**config.mk**
```make
export PLATFORM = sky130hd
export DESIGN_NAME = npu_stream_feeder
export DESIGN_NICKNAME = d
export VERILOG_FILES = /design/src/rtl/npu_stream_feeder.sv
export SDC_FILE = /design/constraint.sdc
export NUM_CORES = 2
export LEC_CHECK = 0
export CELL_PAD_IN_SITES_DETAIL_PLACEMENT = 1
export CELL_PAD_IN_SITES_GLOBAL_PLACEMENT = 1
export CORE_MARGIN = 2
export CORE_UTILIZATION = 50
export CTS_CLUSTER_DIAMETER = 50
export DETAILED_ROUTE_END_ITERATION = 6
export HOLD_SLACK_MARGIN = 0.06
export PLACE_DENSITY_LB_ADDON = 0.1
export SLEW_MARGIN = 20
export SYNTH_ARGS = -nofsm -noshare
export SYNTH_HDL_FRONTEND = slang
export SYNTH_SLANG_ARGS = --single-unit
export TNS_END_PERCENT = 50
```
**constraint.sdc**
```tcl
create_clock -name clk -period 12.6 [get_ports clk]
set_clock_uncertainty 0.15 [all_clocks]
set_input_delay 2.52 -clock clk [delete_from_list [all_inputs] [get_ports clk]]
set_output_delay 2.52 -clock clk [all_outputs]
set_load 0.01 [all_outputs]
```
**src/rtl/npu_stream_feeder.sv**
```systemverilog
// rtl/npu_stream_feeder.sv - tensor-buffer to AXI4-Stream feeder (image packet then kernel packet)
module npu_stream_feeder #(
  parameter int ADDR_WIDTH         = 13,
  parameter int DATA_WIDTH         = 8,
  parameter int MAX_CHANNELS       = 64,
  parameter int NUM_CHANNELS_WIDTH = $clog2(MAX_CHANNELS + 1)
) (
  input  logic                                        clk,
  input  logic                                        rst,
  input  logic                                        start,
  input  logic [ADDR_WIDTH-1:0]                       img_row,
  input  logic [ADDR_WIDTH-1:0]                       img_col,
  input  logic [ADDR_WIDTH-1:0]                       ker_row,
  input  logic [ADDR_WIDTH-1:0]                       ker_col,
  input  logic [NUM_CHANNELS_WIDTH-1:0]               num_channels,
  output logic                                        mem_rd_en,
  output logic                                        mem_rd_sel,
  output logic [ADDR_WIDTH-1:0]                       mem_rd_addr,
  input  logic [DATA_WIDTH-1:0]                       mem_rd_data,
  output logic [DATA_WIDTH-1:0]                       m_axis_tdata,
  output logic                                        m_axis_tvalid,
  input  logic                                        m_axis_tready,
  output logic                                        m_axis_tlast,
  output logic [2*ADDR_WIDTH+NUM_CHANNELS_WIDTH-1:0]  m_axis_tuser,
  output logic                                        busy,
  output logic                                        done
);

  localparam int LW = 2*ADDR_WIDTH + NUM_CHANNELS_WIDTH;

  typedef enum logic [1:0] {S_IDLE, S_SEND_IMG, S_SEND_KER, S_DRAIN} state_t;

  state_t                  r_state, w_next;
  logic [LW-1:0]           r_img_len, r_ker_len, r_img_user, r_ker_user, r_cnt;
  logic [NUM_CHANNELS_WIDTH-1:0] w_ch;
  logic [LW-1:0]           w_img_len, w_ker_len, w_cur_len;
  logic                    w_last_rd, w_issue, w_pop, w_drained;
  logic                    r_inflight, r_rd_last, r_rd_ker;
  logic [DATA_WIDTH-1:0]   r_fd [2];
  logic                    r_fl [2];
  logic [LW-1:0]           r_fu [2];
  logic                    r_wptr, r_rptr;
  logic [1:0]              r_count;
  logic [2:0]              w_occ;

  // A channel count of zero still means one element per pixel.
  assign w_ch      = (num_channels == '0) ? NUM_CHANNELS_WIDTH'(1) : num_channels;
  assign w_img_len = LW'(img_row) * LW'(img_col) * LW'(w_ch);
  assign w_ker_len = LW'(ker_row) * LW'(ker_col) * LW'(w_ch);
  assign w_cur_len = (r_state == S_SEND_KER) ? r_ker_len : r_img_len;
  assign w_last_rd = (r_cnt == w_cur_len - LW'(1));

  // Occupancy counts the beat leaving this cycle, so a full-rate stream keeps one read per cycle.
  assign w_pop     = m_axis_tvalid & m_axis_tready;
  assign w_occ     = 3'(r_count) + 3'(r_inflight) - 3'(w_pop);
  assign w_drained = !r_inflight && ((r_count == 2'd0) || ((r_count == 2'd1) && w_pop));

  assign m_axis_tvalid = (r_count != 2'd0);
  assign m_axis_tdata  = r_fd[r_rptr];
  assign m_axis_tlast  = r_fl[r_rptr];
  assign m_axis_tuser  = r_fu[r_rptr];
  assign mem_rd_en     = w_issue;
  assign mem_rd_sel    = (r_state == S_SEND_KER);
  assign mem_rd_addr   = w_issue ? r_cnt[ADDR_WIDTH-1:0] : '0;

  // State register.
  always_ff @(posedge clk or posedge rst) begin
    if (rst) r_state <= S_IDLE;
    else     r_state <= w_next;
  end

  // Next state, read issue and status; zero-length tensors are skipped at start.
  always_comb begin
    w_next  = r_state;
    w_issue = 1'b0;
    done    = 1'b0;
    busy    = (r_state != S_IDLE);
    case (r_state)
      S_IDLE: begin
        if (start) begin
          if (w_img_len != '0)      w_next = S_SEND_IMG;
          else if (w_ker_len != '0) w_next = S_SEND_KER;
          else                      w_next = S_DRAIN;
        end
      end
      S_SEND_IMG: begin
        w_issue = (w_occ < 3'd2);
        if (w_issue && w_last_rd) w_next = (r_ker_len != '0) ? S_SEND_KER : S_DRAIN;
      end
      S_SEND_KER: begin
        w_issue = (w_occ < 3'd2);
        if (w_issue && w_last_rd) w_next = S_DRAIN;
      end
      S_DRAIN: begin
        if (w_drained) begin
          done   = 1'b1;
          w_next = S_IDLE;
        end
      end
      default: w_next = S_IDLE;
    endcase
  end

  // Latch dimensions on an accepted start; step the element counter per read.
  always_ff @(posedge clk or posedge rst) begin
    if (rst) begin
      r_img_len  <= '0;
      r_ker_len  <= '0;
      r_img_user <= '0;
      r_ker_user <= '0;
      r_cnt      <= '0;
    end else if (r_state == S_IDLE && start) begin
      r_img_len  <= w_img_len;
      r_ker_len  <= w_ker_len;
      r_img_user <= {img_row, img_col, num_channels};
      r_ker_user <= {ker_row, ker_col, num_channels};
      r_cnt      <= '0;
    end else if (w_issue) begin
      r_cnt <= w_last_rd ? '0 : r_cnt + LW'(1);
    end
  end

  // Tag each outstanding read so its entry carries the right last flag and tuser.
  always_ff @(posedge clk or posedge rst) begin
    if (rst) begin
      r_inflight <= 1'b0;
      r_rd_last  <= 1'b0;
      r_rd_ker   <= 1'b0;
    end else begin
      r_inflight <= w_issue;
      r_rd_last  <= w_issue & w_last_rd;
      r_rd_ker   <= (r_state == S_SEND_KER);
    end
  end

  // Two-entry prefetch FIFO: write on returning read data, pop on handshake.
  always_ff @(posedge clk or posedge rst) begin
    if (rst) begin
      for (int i = 0; i < 2; i++) begin
        r_fd[i] <= '0;
        r_fl[i] <= 1'b0;
        r_fu[i] <= '0;
      end
      r_wptr  <= 1'b0;
      r_rptr  <= 1'b0;
      r_count <= 2'd0;
    end else begin
      if (r_inflight) begin
        r_fd[r_wptr] <= mem_rd_data;
        r_fl[r_wptr] <= r_rd_last;
        r_fu[r_wptr] <= r_rd_ker ? r_ker_user : r_img_user;
        r_wptr       <= ~r_wptr;
      end
      if (w_pop) r_rptr <= ~r_rptr;
      r_count <= r_count + 2'(r_inflight) - 2'(w_pop);
    end
  end

endmodule

```
Word level (Yosys, flattened, before mapping)
Index checks and enable logic that the tools add are counted.

word-level totals
  register bits = 258
  bits of input ports = 71
  output and inout port bits = 60
  word-level logic and storage cells = 101

operators by class
  $add $sub $neg = 6
  multipliers = 4
  magnitude comparators = 4
  eq/ne operators = 9
  mux-type cells = 36
  bitwise operators = 6
  reduce and logical (&&, ||, !) cells = 18

operators with widths
  cell                     number
  $mux W33                 9
  $reduce_bool A33 Y1      3
  $bwmux W66               1
  $mul A26 B7 Y33          2
  $mul A13 B13 Y26         2
  $add A33 B1 Y33 const B  1
  $demux W33 S1            1
  $eq A33 B33 Y1           1
  $sub A33 B1 Y33 const B  1
  $mux W8                  4
  $bwmux W16               1
  $mux W13                 1
  $mux W2                  5
  $mux W1                  9
  $demux W8 S1             1
  $pmux W2 S4              1
  $logic_not A7 Y1         1
  $mux W7                  1
  $ne A2 B2 Y1 const B     3
  $reduce_bool A2 Y1       3
  $logic_and A1 B1 Y1      5
  $eq A2 B1 Y1 const B     2
  $eq A2 B2 Y1 const B     2
  $ge A2 B2 Y1 const B     2
  17 further kinds         21

Longest topological paths before layout
  depth after elaboration = 8
  depth in mapped cells = 44
  gate-level depth less buffers = 41

Worst setup path before layout
OpenSTA, ideal clock, no wires.

  path type = input port to flip-flop
  from = input img_col[4]
  to = register r_state[0]
  setup time = 0.126 ns
  arrival time = 11.991 ns
  data required time = 12.324 ns
  setup slack = 0.333 ns
  stages on the path = 39
  buffers on the path = 2
  cells stage by stage = clkbuf_1 > nand2_1 > fa_1 > fa_1 > fa_1 > inv_1 > fa_1 > inv_1 > fa_1 > inv_1 > ha_1 > a21oi_1 > nor2b_1 > nor2_1 > nor2b_1 > nor2_1 > a21o_1 > a31oi_1 > (+3 left out) > fa_1 > fa_1 > fa_1 > inv_1 > fa_1 > inv_1 > ha_1 > a21o_1 > a21o_1 > a221oi_1 > or2_2 > nand2_1 > o31a_1 > o21ai_0 > o2111ai_1 > nor3_1 > o21a_1 > o22ai_1

on the way
  longest elaborated chain between the ends = 6

RTL lines
  item                    RTL line  source
  start: declaration      12        input logic [ADDR_WIDTH-1:0] img_col,
  $mul A13 B13 Y26        48        assign w_img_len = LW'(img_row) * LW'(img_col) * LW'(w_ch);
  $mul A26 B7 Y33         48
  $reduce_bool A33 Y1     81        if (w_img_len != '0) w_next = S_SEND_IMG;
  $mux W2                 81
  $mux W2                 80        if (start) begin
  $pmux W2 S4             78        case (r_state)
  end signal: assignment  69        else r_state <= w_next;
  end: declaration        33        state_t r_state, w_next;

Every way passes these cells. The select of a mux whose other input is x is not followed.
A chain may end at the register's enable or synchronous reset.

Worst setup path in the final report
  from = input img_row[10]
  to = register r_state[0]

on the way
  longest elaborated chain between the ends = 6

RTL lines
  item                 RTL line  source
  start: declaration   11        input logic [ADDR_WIDTH-1:0] img_row,
  $mul A13 B13 Y26     48
  $mul A26 B7 Y33      48
  $reduce_bool A33 Y1  81
  $mux W2              81
  $mux W2              80
  $pmux W2 S4          78

Every way passes these cells. The select of a mux whose other input is x is not followed.

==> results.md <==
- Status: completed
- Grt met3 use: 3.138%
- Min Tclk post-route: around 12 ns
- Met2 Use GR: 49.46%
- Placement Cell Area: 40070 µm²
- Syn nets: 4674
- Initial core utilization: 50.57%
- Library cells used by synthesis: 95
- Std-Cell Rows: 97
- ANT nets after route: 0
- Largest net degree at the start of global routing: 111
- Port bufs: between 100 and 150
- Top delay family on crit path: adder cells
- Sequential Area: 6282 µm²
- Post-DP HPWL: around 84000 µm
- Synthesized cell area: 35420 µm²
- Fmax: 0.08142 GHz
- Aggregate routed wire length: 105400 µm
- Core area: around 70000 µm²
- Ant. Diodes: 0
- Crit-path slowest cell: fa_1
- Worst EP arrival: 12.56 ns
- H-tree depth: 2
- Max cap viols: 0
- Worst min path class: reg -> reg
- Layout area overhead: 17.59%
- GRT Resource Usage Total: 28.98%
- Primary FF master, synth: dfrtp_1
- Residual DRC: 0
- Mean Syn Cell Area: slightly above 9 µm²
- CP startpoint kind: primary input
- Top cell type's share of synthesized area: 27.19%
- Worst path required time: 12.88 ns
- Routed vias: 28910
- Grt total ovfl: 0
- Crit path buf inv count: 12
- Max Buffers Root-to-Sink: 3
- Full die area: 72980 µm²
- Critical Path End Type: flop
- Clock slew at reported path FFs: 0.06 ns
- Crit-path most repeated cell: fa_1
- CTS tree: yes
- Final worst-path cycle share: slightly below 100%
- Worst-margin pin slew: 1.057 ns
- Async S/R FF share, synth: 100.0%
- Clk root buf: clkbuf_16
- Via density: 5.548
- Area leader, netlist: fa_1
- Most frequent cells in the layout: inv_1 (571), nand2_1 (499), fa_1 (480)
- Initial antenna violation count: 1
- Yosys reg bits: 251
- Die width: around 270 µm
- CP peak stage delay: roughly 0.55 ns
- M1 GR Usage: between 30% and 40%
- Multi-input gate area: 26480 µm²
- # clock sinks: 251
- Clk_lat worst skew: 0.58 ns
- Routability cong.: 0.8704
- Total CTS buffers: 38
- Slew HR: 29.54%
- NumNets Final: 5050
- Initial DRC Count: 1546
- Crit Path Class: in -> reg
- # fillers: 8011
- EDFF count, synth: 0
- Final count of pins violating max slew: 0
- Commonest non-fill, non-tap cell in the layout: inv_1
- DR pass1 iterations: 5
- Layout Cell Area excl Fill: around 42000 µm²
- Fin. Hold Viols: 0
- Routed WL per cell: a little over 20 µm
- Vias in the first global route: roughly 31000
- Setup tns final: 0 ns
- Global-route wire length before repair: approximately 170000 µm
- Syn Inst Count: slightly below 4000
- Synth warnings: 0
- Ports: 131
- Largest fanout on the critical path: 7
- Vert. Die Dim: 270.1 µm
- Synth area leaders: fa_1 (27%), dfrtp_1 (18%), ha_1 (8.9%), and2_1 (7.0%), inv_1 (6.1%)
- Busiest grt layer: met2
- Share of cells above drive strength 1: around 16%
- Register area share after synthesis: roughly 18%
- Final setup violation count: 0
- R2r setup slk: about 7.0 ns
## per-stage QoR
| stage | std cells | utilization, % | hold slack (ns) | setup slack (ns) |
|---|---|---|---|---|
| floorplan | 3869 | - | 0.2944 | 0.3329 |
| global placement | 5140 | 57.22 | 0.3064 | -0.2869 |
| detailed placement | 5140 | 57.22 | 0.3162 | -0.5191 |
| CTS | 5206 | 59.06 | 0.3300 | 0.001777 |
| global route | 5211 | 59.47 | 0.3603 | -0.06298 |
| finish | 5211 | 59.47 | 0.3240 | 0.3180 |
## what timing repair did
item	CTS	global route
hold buffers	0	0
setup endpoints to repair	1	11
resized for setup	1	69
setup buffers	0	5
pin swaps	0	20
## worst paths after layout
check	cells past startpoint	from	endpoint
min	2	r_fu[51]	r_fu[51]
min reg2reg	2	r_fu[51]	r_fu[51]
max	40	img_row[10]	r_state[0]
max in group asynchronous	3	rst	r_img_len[1]
max reg2reg	14	r_state[0]	r_cnt[5]
min in group asynchronous	2	rst	r_fu[62]
## cells in the mapped netlist (13+ instances only)
library cell / instances
clkbuf_1: 141
xnor2_1: 84
and2_1: 398
nor4_1: 16
buf_1: 13
a211oi_1: 14
nor3b_1: 25
o21ai_0: 134
fa_1: 481
nor3_1: 57
nand2_1: 501
and3_1: 45
a21oi_1: 90
nand4_1: 25
mux2i_1: 59
dfrtp_1: 251
o21a_1: 15
o21ai_1: 17
a31oi_1: 20
nor2_1: 94
inv_1: 572
mux2_2: 161
nand3_1: 47
a21o_1: 65
or3_1: 21
ha_1: 253
xor2_1: 52
## state kept, by name, indices dropped and copies added (netlist names)
signal / count
r_count: 2
r_fu: 66
r_rd_ker: 1
r_rptr: 1
r_ker_len: 33
r_cnt: 33
r_wptr: 1
r_img_user: 33
r_fl: 2
r_inflight: 1
r_fd: 16
r_ker_user: 26
r_img_len: 33
r_rd_last: 1
r_state: 2
## worst reg2reg max path, cell delays in order, from the launching register on
cell,delay (ns)
dfrtp_1,0.41
inv_1,0.19
ha_4,0.83
mux2i_1,0.33
ha_1,0.29
o21a_1,0.17
and3_1,0.20
or4_1,0.52
a21oi_1,0.13
nand4_1,0.18
a2111o_1,0.32
or4_1,0.70
nand3_4,0.60
o21ai_1,0.19
a21o_1,0.23
## cells by family after synthesis
group / share of synthesized area, %
AO/OA/AOI/OAI: 8.892
XOR/XNOR: 3.363
adder cells (fa/ha/maj): 36.13
buffers and inverters: 8.193
flip-flops: 17.74
multiplexers: 6.850
AND/OR/NAND/NOR: 18.84
## layout make-up
class | count | share of cell area, %
tap | 940 | 2.824
timing repair buffer | 506 | 10.26
inverter | 573 | 5.183
sequential | 251 | 15.08
clock inverter | 20 | 0.6429
multi-input combinational | 2875 | 63.58
clock buffer | 46 | 2.428
## metal layers
metal  part of all wire, %  up-vias
met5                     0        -
met4                   2.4        0
met3                   3.8      144
met2                    49      488
met1                    45    15060
li1                      -    13220
Power is left out: the tool's default activity adds up to more than one toggle a clock period on the data nets, which glitch-free logic cannot reach.
